===== src/rtl/hack_cpu_ctrl.sv =====
`timescale 1ns/1ps
`default_nettype none
// ============================================================================
//  Module   : hack_cpu_ctrl
//  Brief    : Multi-cycle Hack CPU control stage. Fetches instructions over a
//             ROM req/valid handshake, decodes A/C instructions, drives the
//             external combinational ALU and performs M reads/writes over a
//             RAM req/ready handshake. Owns the A, D and PC registers.
//  Revision : 1.0 - initial release
// ============================================================================
module hack_cpu_ctrl #(
  parameter logic [14:0] RESET_PC = 15'h0000
) (
  input  logic        clk,
  input  logic        rst_n,
  output logic        rom_req,
  output logic [14:0] rom_addr,
  input  logic [15:0] rom_data,
  input  logic        rom_valid,
  output logic        ram_rd,
  output logic        ram_wr,
  output logic [14:0] ram_addr,
  output logic [15:0] ram_wdata,
  input  logic [15:0] ram_rdata,
  input  logic        ram_ready,
  output logic [15:0] alu_x,
  output logic [15:0] alu_y,
  output logic [5:0]  alu_ctl,
  input  logic [15:0] alu_out,
  input  logic        alu_zero,
  input  logic        alu_neg,
  output logic [14:0] pc,
  output logic [15:0] a_reg,
  output logic [15:0] d_reg
);

  localparam logic [2:0] S_IDLE   = 3'd0;
  localparam logic [2:0] S_FETCH  = 3'd1;
  localparam logic [2:0] S_DECODE = 3'd2;
  localparam logic [2:0] S_MEM_RD = 3'd3;
  localparam logic [2:0] S_EXEC   = 3'd4;
  localparam logic [2:0] S_MEM_WR = 3'd5;

  logic [2:0]  state;
  logic [2:0]  state_nxt;
  logic [15:0] ir;
  logic [15:0] m_lat;
  logic [14:0] waddr;
  logic [15:0] wdata;
  logic [14:0] pc_inc;
  logic        jump_take;

  // Natural 15-bit overflow gives the 7FFF -> 0000 wrap.
  assign pc_inc    = pc + 15'd1;
  assign jump_take = (ir[2] & alu_neg) | (ir[1] & alu_zero) | (ir[0] & ~alu_neg & ~alu_zero);

  assign rom_addr  = pc;
  assign ram_wdata = wdata;
  assign alu_x     = d_reg;
  assign alu_y     = ir[12] ? m_lat : a_reg;
  assign alu_ctl   = ir[11:6];

  // State register; async reset returns to IDLE so all requests drop at once.
  always_ff @(posedge clk or negedge rst_n) begin
    if (!rst_n) state <= S_IDLE;
    else        state <= state_nxt;
  end

  // Next-state logic: handshake states wait for their own completion only.
  always_comb begin
    state_nxt = state;
    case (state)
      S_IDLE:   state_nxt = S_FETCH;
      S_FETCH:  if (rom_valid) state_nxt = S_DECODE;
      S_DECODE: begin
        if (!ir[15])     state_nxt = S_FETCH;
        else if (ir[12]) state_nxt = S_MEM_RD;
        else             state_nxt = S_EXEC;
      end
      S_MEM_RD: if (ram_ready) state_nxt = S_EXEC;
      S_EXEC:   state_nxt = ir[3] ? S_MEM_WR : S_FETCH;
      S_MEM_WR: if (ram_ready) state_nxt = S_FETCH;
      default:  state_nxt = S_IDLE;
    endcase
  end

  // Request outputs decoded from state alone, hence mutually exclusive.
  always_comb begin
    rom_req  = 1'b0;
    ram_rd   = 1'b0;
    ram_wr   = 1'b0;
    ram_addr = a_reg[14:0];
    case (state)
      S_FETCH:  rom_req = 1'b1;
      S_MEM_RD: ram_rd  = 1'b1;
      S_MEM_WR: begin
        ram_wr   = 1'b1;
        ram_addr = waddr;
      end
      default: ;
    endcase
  end

  // Architectural and pipeline registers; EXEC uses the pre-update A throughout.
  always_ff @(posedge clk or negedge rst_n) begin
    if (!rst_n) begin
      pc    <= RESET_PC;
      a_reg <= 16'h0000;
      d_reg <= 16'h0000;
      ir    <= 16'h0000;
      m_lat <= 16'h0000;
      waddr <= 15'h0000;
      wdata <= 16'h0000;
    end else begin
      case (state)
        S_FETCH:  if (rom_valid) ir <= rom_data;
        S_DECODE: begin
          if (!ir[15]) begin
            a_reg <= ir;
            pc    <= pc_inc;
          end
        end
        S_MEM_RD: if (ram_ready) m_lat <= ram_rdata;
        S_EXEC: begin
          if (ir[5]) a_reg <= alu_out;
          if (ir[4]) d_reg <= alu_out;
          if (ir[3]) begin
            waddr <= a_reg[14:0];
            wdata <= alu_out;
          end
          pc <= jump_take ? a_reg[14:0] : pc_inc;
        end
        default: ;
      endcase
    end
  end

endmodule
`default_nettype wire


===== config.mk =====
export PLATFORM = sky130hd
export DESIGN_NAME = hack_cpu_ctrl
export DESIGN_NICKNAME = d
export VERILOG_FILES = /design/src/rtl/hack_cpu_ctrl.sv
export SDC_FILE = /design/constraint.sdc
export NUM_CORES = 1
export LEC_CHECK = 0
export BUFFER_PORTS_ARGS = -buffer_cell sky130_fd_sc_hd__buf_2
export CAP_MARGIN = 20
export CELL_PAD_IN_SITES_DETAIL_PLACEMENT = 0
export CELL_PAD_IN_SITES_GLOBAL_PLACEMENT = 1
export CORE_ASPECT_RATIO = 0.6
export CORE_MARGIN = 5
export CORE_UTILIZATION = 39
export CTS_CLUSTER_DIAMETER = 30
export DETAILED_ROUTE_END_ITERATION = 6
export GPL_TIMING_DRIVEN = 0
export PLACE_DENSITY = 0.93
export SYNTH_ARGS = -nofsm -noshare
export SYNTH_HDL_FRONTEND = slang
export SYNTH_SLANG_ARGS = --single-unit

===== constraint.sdc =====
create_clock -name clk -period 1.9 [get_ports clk]
set_input_delay 0.475 -clock clk [delete_from_list [all_inputs] [get_ports clk]]
set_output_delay 0.475 -clock clk [all_outputs]
set_load 0.005 [all_outputs]

Word-level counts from Yosys, hierarchy flattened:

Index checks and enable logic that the tools add are counted.

* multiplexer cells: 18
* add/subtract/negate cells: 1
* reduce and logical (&&, ||, !) cells: 9
* eq/ne operators: 10
* bitwise gates (word level): 8

Operators with widths (count)
* 2-to-1 mux 16 bit: 3
* 2-to-1 mux 15 bit: 3
* case mux 16 bit (2 select lines): 1
* case mux 15 bit (2 select lines): 1
* 2-to-1 mux 3 bit: 6
* case mux 3 bit (6 select lines): 1
* adder 15 x 1 -> 15 bit (second input constant): 1
* != test 2 bit (second input constant): 5
* AND reduction 2 bit: 5
* equality test 3 x 2 -> 1 bit (second input constant): 2
* equality test 3 bit (second input constant): 2
* AND reduction 3 bit: 2
* AND 1 bit: 4
* equality test 3 x 1 -> 1 bit (second input constant): 1
* zero test 3 bit: 1
* 2-to-1 mux 1 bit: 3
* inverter 1 bit: 2
* OR 1 bit: 2
* nonzero test 2 bit: 1

* output and inout port bits: 134
* input port bits: 54
* register bits after elaboration: 113
* word-level logic and storage cells: 54

Depth between registers and ports, before layout:

Gate-level depths: netlist of run 1.

* word-level depth: 6
* gate-level depth with buffers: 7
* depth with buffers taken out: 5

Least setup slack after synthesis of run 1:

Ideal clock, no wire load.

* path kind: register to output
* start: reg state[1]
* end: out ram_addr[10]
* data arrival time: 1.399 ns
* stages on the path, launching flop included: 7
* data required time: 1.425 ns
* path buffers: 2
* path slack: 0.026 ns
* cells stage by stage: dfrtp_1 -> buf_2 -> nand3b_1 -> inv_1 -> clkbuf_1 -> nand2_1 -> nand2_1

* word-level cells in the longest chain between the ends: 2

Ends and longest elaborated chain
* from (decl): RTL line 44 `logic [2:0] state;`
* from (signal assigned): RTL line 66 `else state <= state_nxt;`
* equality test 3 bit: RTL line 93 `case (state)`
* 2-to-1 mux 15 bit: RTL line 93
* to (decl): RTL line 22 `output logic [14:0] ram_addr,`

Every way passes these cells.

Final worst setup path of run 1:

* start: reg state[1]
* end: out ram_addr[14]

The elaborated chain is that of the path after synthesis.

==> results_dict.tcl, run 1 <==
set metrics [dict create \
    grt.total_usage_pct 20.92 \
    dr_wl_met2_um 7725 \
    critPathLaunchType "register" \
    core-area_sq_um 13790 \
    fin_crit_sh_pct 120.5 \
    period_needed_ns 2.290 \
    drtIter0Drc 282 \
    maxSlewHeadroom_pct 48.15 \
    cts_buffers 17 \
    mostFrequentLayoutCell "buf_2" \
    yosys.area_share.xor_xnor_pct 0.3162 \
    cts.sinks 113 \
    holdBufCountCts 0 \
    skew_ns 0.007824 \
    ys_top_cells_by_area "dfrtp_1, mux2_2, nand2_1" \
    path_buf_inv 4 \
    synthArstFlopShare_pct 100.0 \
    peakVddDrop_uv 715.8 \
    cp_slowest_cell "dfrtp_1" \
    hpwl_um 12500 \
    clk_latency_ns 0.40 \
    dieHeight_um 102.3 \
    cts_tree "built" \
    clockBufferDepth 2 \
    fillers 1215 \
    final_cell_mix "buf_2, dfrtp_1, mux2_2" \
    yosys.area_share.simple_pct 12.53 \
    hp-class "primary input to asynchronous set/reset pin" \
    synth_edf_count 0 \
    wl_per_cell_um 18.83 \
    placement.io_buffers 187 \
    die_x_um 163.9 \
    synth_top_family_by_area "multiplexers" \
    start_util_pct 40.17 \
    die_area_sq_um 16770 \
    status "finished, violations left" \
    yosysSeqAreaShare_pct 51.04 \
    synth_nets 550 \
    path_clk_slew_ns 0.06 \
    first_pass_iters 5 \
    ys_ff_latch 113 \
    whs_ns 0.1378 \
    dr_wl_met3_um 1332 \
    cp_cell_sequence "buf_6, nand3b_1, inv_2, buf_6, nand2_1, nand2_1, buf_2" \
    gp_congestion 0.8335 \
    num_rows 33 \
    cp-end-kind "primary output" \
    synth-main-ff-cell "dfrtp_1" \
    via_count 4695 \
    io_pins 188 \
    syn_area_sq_um 5540 \
    synth-compound-area-share_pct 7.136 \
    cp.depth 7 \
    yosys.area.top_type "dfrtp_1" \
    final-setup-viol-count 52 \
    ant_nets 0 \
    cts_root_buf "clkbuf_16" \
    synth_warnings 0 \
    area_growth_pct 41.55 \
    grt_max_degree 58 \
    worst-path-max-fanout 6 \
    first_global_vias 4722 \
    setup_ws_ns -0.3901 \
    multi_input_area_sq_um 2457 \
    antenna_found_initial 0 \
    violations "negative setup slack" \
    vias_per_cell 5.114 \
    fmax_mhz 436.7 \
    synth.top_cell.area_share_pct 51.04 \
    reg2reg_depth 7 \
    max_stage_delay_ns 0.40 \
    pwr_density_cell_nw_per_um2 1797 \
    syn_inst 495 \
    synth_mux_area_share_pct 20.93 \
    rsz0062_at_grt "yes" \
    grt_pass1_wl_um 26810 \
    cp_data_arrival_time_ns 1.82 \
    placed_area_sq_um 6746 \
    wl_um 17290 \
    drc 0 \
    synth_cell_type_count 45 \
    insertedDiodeCount 0 \
    tightest_slew_ns 0.7777 \
    setup_tns_ns -7.015 \
    max_cap_violations 0 \
    synth.avg_cell_area_sq_um 11.19 \
    critical-path-top-delay-family "buffers and inverters" \
    regArea_sq_um 2830 \
    wl_met1_um 8102 \
    synthAdderAreaFrac_pct 0.2258 \
    p_leak_nw 3.872 \
    layout-drive-gt1-share_pct 58.82 \
    hold_viol_final 0 \
    path_class "register to primary output" \
    required_ns 1.42 \
    final_nets 768 \
    top_layer_used "met4" \
    htreeDepth 4 \
    slew_viol_final 0 \
    grt_overflow 0 \
    design_area_sq_um 7843 \
]
## repair_timing
action | in CTS | in global routing
setup endpoints to repair | 115 | 99
hold endpoints to repair | 0 | 0
resized for setup | 70 | 44
setup buffers | 7 | 5
pin swaps | 10 | 6
gates cloned | 2 | 0
## worst paths after layout
check | startpoint | endpoint | slack (ns)
max in group asynchronous | rst_n | a_reg[3] | 1.02
min | rst_n | m_lat[14] | 0.14
max | state[1] | ram_addr[14] | -0.39
max reg2reg | state[1] | pc[5] | -0.07
min reg2reg | ram_wdata[0] | ram_wdata[0] | 0.50
min in group clk | ram_rdata[15] | m_lat[15] | 0.30
## metal layers
layer  vias to the layer above  GRT usage [%]
met5                         -              0
met4                         0          4.381
met3                        17          5.965
met2                       211          32.32
met1                      2318          29.64
li1                       2149              -
## through the flow
| step | cells | total power, mW | utilization (%) | setup WS, ns |
|---|---|---|---|---|
| 2_1_floorplan | 495 | 7.449 | - | 0.02571 |
| 4_1_cts | 914 | 13.82 | 55.65 | -0.3561 |
| 6_report | 918 | 14.10 | 56.87 | -0.3901 |
| 5_1_grt | 918 | 14.96 | 56.87 | -0.4492 |
| 3_3_place_gp | 874 | 9.637 | 48.70 | -0.8955 |
| 3_5_place_dp | 875 | 9.888 | 48.92 | -0.6510 |
## where the power goes
part	internal, mW	switching [mW]	total [mW]	leakage, nW
sequential	3.50	1.20	4.70	1.35
combinational	3.72	2.62	6.34	2.25
clock	1.90	1.16	3.06	0.270
## area by class of cell
class	count	area share, %
inverters	4	0.1914
repair buffers	201	15.46
flip-flops and latches	113	36.09
plain buffers	62	6.525
clock buffers	20	5.951
well taps	192	3.063
clock inverters	12	1.388
multi-input cells	314	31.33
## worst reg2reg max path, cell delays in order, from the launching register on
cell	delay (ns)
dfrtp_1	0.40
buf_4	0.16
nor3b_2	0.30
buf_4	0.23
o21ai_2	0.18
buf_4	0.27
a21oi_1	0.15
a2bb2oi_1	0.18
## cell usage after synthesis, drive strengths merged, types with 3 or more instances
cell type  count
nand3          8
clkbuf        11
a22oi          3
nor2          22
nand2         87
buf           53
inv            4
nor4           4
dfrtp        113
a21oi         10
a31oi         16
mux2i          9
o21ai         10
a2bb2oi        5
and4           3
nor3           3
nor3b          3
and2           3
nand2b         4
mux2          95
nand4          5
o2bb2ai        3
## kinds of logic after synthesis
logic type	count (synthesis)
AOI/OAI and AO/OA	57
xor gates and xnor gates	2
adders and majority gates	1
buffers and inverters	68
DFF	113
muxes	104
and+or+nand+nor	150
Power figures use the tool's default switching activity.
==> inputs of run 2 (changes only) <==
- CORE_MARGIN: 5 -> 2
==> run 2 against run 1 <==
The flow still finishes with violations (negative setup slack). Final area rose by 1.2%. Clock skew is 0.00051 ns higher. Wire length shrank 3.8%. Fmax grew 4.1%. Critical path depth stayed put. Combinational power is essentially flat. Utilization rose by 0.85 points. Global-route usage increased by 1.5 points. Flip-flop and latch count unchanged. Critical endpoint is now ram_addr[2]. Largest power group unchanged.
==> results_dict.tcl, run 2 (same netlist as run 1, synthesis figures left out) <==
set metrics [dict create \
    setup_ws_ns -0.3002 \
    cp-end-kind "primary output" \
    vias_per_cell 5.081 \
    cts_tree "built" \
    area_growth_pct 43.25 \
    holdBufCountCts 0 \
    first_global_vias 4668 \
    clockBufferDepth 2 \
    r2r_end "alu_x[12]" \
    cts_root_buf "clkbuf_16" \
    grt_max_degree 62 \
    insertedDiodeCount 0 \
    power_frac_seq_pct 32.3 \
    path_clk_slew_ns 0.06 \
    rsz0062_at_grt "yes" \
    final_nets 767 \
    peakVddDrop_uv 953.8 \
    p_sw_share_pct 34.68 \
    hold_viol_final 0 \
    antenna_found_initial 0 \
    htreeDepth 4 \
    critPathLaunchType "register" \
    path_class "register to primary output" \
    period_needed_ns 2.200 \
    drtIter0Drc 235 \
    status "finished, violations left" \
    crit_start "state[1]" \
    rr_startpoint "state[1]" \
    skew_ns 0.008338 \
    clk_latency_ns 0.40 \
    io_pins 188 \
    hp-class "primary input to asynchronous set/reset pin" \
    mostFrequentLayoutCell "buf_2" \
    cts.sinks 113 \
    dieHeight_um 96.33 \
    pwr_density_cell_nw_per_um2 1823 \
    wl_per_cell_um 18.13 \
    final-setup-viol-count 66 \
    intPower_mw 9.450 \
    drc 0 \
    place_inst 875 \
    via_count 4659 \
    worst-path-max-fanout 6 \
    cp_data_arrival_time_ns 1.73 \
    grt_overflow 0 \
    hpwl_um 12010 \
    fin_total_pwr_mw 14.47 \
    die_area_sq_um 15210 \
    place_ws_ns -0.5278 \
    ant_nets 0 \
    final_cell_mix "buf_2, dfrtp_1, mux2_2" \
    max_cap_violations 0 \
    core-area_sq_um 13750 \
    gp_congestion 0.8579 \
    fin_util_pct 57.72 \
    num_rows 33 \
    maxSlewHeadroom_pct 51.82 \
    tightest_slew_ns 0.7227 \
    start_util_pct 40.29 \
    fin_cells 917 \
    fin_crit_sh_pct 115.8 \
    p_leak_nw 3.882 \
    wl_um 16620 \
    first_pass_iters 5 \
    violations "negative setup slack" \
    grt_pass1_wl_um 25440 \
    cts_buffers 17 \
    clkPwrFrac_pct 23.6 \
    p_comb_share_pct 44.0 \
    endpoint "ram_addr[2]" \
    reg2reg_depth 7 \
    grt.total_usage_pct 22.42 \
    r2r_slack_ns -0.13 \
    fmax_mhz 454.5 \
    required_ns 1.42 \
    p_switching_mw 5.018 \
    placement.io_buffers 187 \
    slew_viol_final 0 \
    layout-drive-gt1-share_pct 59.72 \
    die_x_um 157.9 \
]
run 2: cell types whose count changed in the layout (fill, tap and decap cells not counted), sizes merged:
cell and change:
clkinvlp -1, clkbuf -4, bufinv +3, clkinv -1
inv +2
run 2: routing by layer:
layer	global-route usage, %	wire length (um)
met1	31.73	7671
met2	35.11	7615
met3	4.773	1172
met4	5.833	164
met5	0	0
run 2: power groups by stage:
stage                     registers [mW]  logic (mW)  clock network (mW)
after CTS                           4.63        6.09                3.46
after detailed placement            4.63        5.23                   0
final                               4.68        6.37                3.42
after floorplan                     4.29        3.16                   0
after global routing                4.84        6.95                3.60
after global placement              4.55        5.06                   0
run 2: what timing repair did:
action / CTS / global route
pin swaps: 10 / 10
setup endpoints to repair: 115 / 86
cloned: 2 / 0
buffers inserted: 6 / 5
resized for setup: 81 / 47
run 2: worst max-delay path: stages (launching register included):
cell and delay [ns]:
dfrtp_1 0.39, buf_6 0.12, nand3b_1 0.22, inv_2 0.19, buf_6 0.16, nand2_2 0.05, nand2_2 0.08, buf_2 0.12
run 2: worst min path at each step:
stage / startpoint / end / slack [ns] / cells past startpoint
after floorplan: rst_n / a_reg[0] / 0.18 / 0
after global placement: m_lat[13] / m_lat[13] / 0.48 / 1
after detailed placement: ram_wdata[5] / ram_wdata[5] / 0.49 / 1
after CTS: rst_n / waddr[10] / 0.15 / 1
after global routing: rst_n / waddr[10] / 0.16 / 1
final: rst_n / waddr[10] / 0.11 / 1
run 2: cell type report:
class | instances | area [sq um]
Clock buffer | 17 | 425.4
Multi-Input combinational cell | 314 | 2480
Inverter | 4 | 15.01
Buffer | 61 | 516.7
Clock inverter | 15 | 207.7
Sequential cell | 113 | 2831
Timing Repair Buffer | 201 | 1220
Tap cell | 192 | 240.2
Fill cell | 1152 | 5813
run 2: per-stage QoR:
| step | hold slack, ns | cell area (sq um) | setup TNS [ns] |
|---|---|---|---|
| finish | 0.1107 | 7936 | -6.784 |
| global placement | 0.4802 | 6716 | -114.95 |
| global route | 0.1606 | 7936 | -13.96 |
| CTS | 0.1461 | 7750 | -5.215 |
| floorplan | 0.1794 | 5540 | 0 |
| detailed placement | 0.4902 | 6746 | -12.63 |
==> inputs of run 3 (changes only) <==
- GPL_TIMING_DRIVEN: 0 -> not set
- RECOVER_POWER: not set -> 100
==> run 3 against run 2 <==
The run still ends with negative setup slack left. Combinational power decreased by 2%. Total power decreased by 1.9%. Clock power decreased by 5%. Critical path depth decreased by 1. Highest routed layer unchanged.
==> results_dict.tcl, run 3 (same netlist as run 1, synthesis figures left out) <==
set metrics [dict create \
    first_global_vias 4501 \
    slew_viol_final 0 \
    fin_cells 892 \
    layout-drive-gt1-share_pct 56.43 \
    maxSlewHeadroom_pct 12.07 \
    cp_slowest_cell "dfrtp_2" \
    skew_ns 0.009300 \
    pwr_density_cell_nw_per_um2 1783 \
    critPathLaunchType "register" \
    placement.io_buffers 187 \
    r2r_slack_ns -0.04 \
    first_pass_iters 5 \
    ant_nets 0 \
    final_nets 742 \
    hold_end "m_lat[2]" \
    antenna_found_initial 0 \
    rsz0062_at_grt "yes" \
    grt_overflow 0 \
    setup_tns_ns -2.463 \
    die_x_um 157.9 \
    fmax_mhz 493.5 \
    max_stage_delay_ns 0.40 \
    holdPathStages 2 \
    drc 0 \
    final_cell_mix "buf_2, dfrtp_1, nand2_1" \
    r2r_end "alu_x[3]" \
    via_count 4640 \
    peakVddDrop_uv 945.8 \
    placed_area_sq_um 6618 \
    cts_tree "built" \
    io_pins 188 \
    core-area_sq_um 13750 \
    clk_latency_ns 0.40 \
    num_rows 33 \
    status "finished, violations left" \
    setup_ws_ns -0.1263 \
    mostFrequentLayoutCell "buf_2" \
    vias_per_cell 5.202 \
    start_util_pct 40.29 \
    hold_path_startpoint "ram_rdata[2]" \
    grt_max_degree 47 \
    cp_cell_sequence "nand3b_1, inv_2, buf_8, nand2_1, nand2_1, buf_2" \
    htreeDepth 4 \
    max_cap_violations 0 \
    fin_crit_sh_pct 106.6 \
    p_leak_nw 3.850 \
    cp_data_arrival_time_ns 1.55 \
    hp-class "primary input to register" \
    cts_buffers 17 \
    grt_pass1_wl_um 24250 \
    clockBufferDepth 2 \
    design_area_sq_um 7958 \
    die_area_sq_um 15210 \
    cp-end-kind "primary output" \
    hpwl_um 11640 \
    final-setup-viol-count 62 \
    fin_total_pwr_mw 14.19 \
    rr_startpoint "state[1]" \
    drtIter0Drc 260 \
    cpMostUsedCell "nand2_1" \
    worst-path-max-fanout 11 \
    gp_congestion 0.8597 \
    crit_start "state[1]" \
    tightest_slew_ns 1.319 \
    dieHeight_um 96.33 \
    wl_um 17300 \
    reg2reg_depth 8 \
    insertedDiodeCount 0 \
    path_class "register to primary output" \
    grt.total_usage_pct 21.30 \
    wl_per_cell_um 19.40 \
    place_inst 843 \
    required_ns 1.42 \
    hold_viol_final 0 \
    cts_root_buf "clkbuf_16" \
    period_needed_ns 2.026 \
    cts.sinks 113 \
    place_ws_ns 0.05940 \
    path_clk_slew_ns 0.06 \
    violations "negative setup slack" \
    area_growth_pct 43.63 \
]
run 3: cell count changes in the layout (fill, tap and decap cells not counted), sizes merged:
cell | previous run | this run
inv | 7 | 5
buf | 257 | 232
clkbuf | 22 | 23
clkinv | 4 | 5
dlygate4sd3 | 0 | 1
bufinv | 4 | 3
run 3: critical path, delay by kind of cell, from the launching register on:
kind	cells	cell delay, ns
buffers and inverters	3	0.39
flip-flops	1	0.40
AND/OR/NAND/NOR	3	0.36
run 3: area by class of cell:
class / count / area (sq um)
clock inverters: 13 / 161.4
multi-input cells: 314 / 2626
repair buffers: 237 / 1638
well taps: 192 / 240.2
flip-flops and latches: 113 / 2831
fillers: 1124 / 5792
inverters: 4 / 17.52
clock buffers: 19 / 442.9
run 3: worst max path at each step:
stage	slack, ns	end	depth (start not counted)
after global placement	0.09	pc[12]	6
after CTS	-0.13	ram_addr[3]	5
final	-0.13	ram_addr[12]	6
after detailed placement	0.06	pc[10]	6
after floorplan	0.03	ram_addr[10]	6
after global routing	-0.21	ram_addr[12]	6
run 3: where the power goes:
| group | switching [mW] | total, mW | internal [mW] |
|---|---|---|---|
| combinational | 2.58 | 6.25 | 3.67 |
| sequential | 1.19 | 4.70 | 3.50 |
| clock | 1.15 | 3.24 | 2.10 |
run 3: timing repair:
| item | 4_1_cts | 5_1_grt |
|---|---|---|
| pin swaps | 5 | 6 |
| resized for setup | 34 | 101 |
| setup buffers | 5 | 7 |
| hold buffers | 1 | 0 |
| cloned | 0 | 4 |
| endpoints found under the hold margin | 18 | 0 |
| setup endpoints to repair | 29 | 94 |
run 3: per-layer routing:
metal	routed length, um	up-vias	GRT usage, %
li1	-	2086	-
met1	7928	2300	28.95
met2	7760	226	34.09
met3	1298	28	4.728
met4	314	0	6.894
met5	0	-	0
run 3: stage by stage:
stage / util, % / hold WS, ns
after CTS: 53.79 / 0.2950
final: 57.88 / 0.3079
after global placement: 48.13 / 0.3828
after detailed placement: 48.13 / 0.3881
after floorplan: - / 0.1794
after global routing: 57.88 / 0.2953
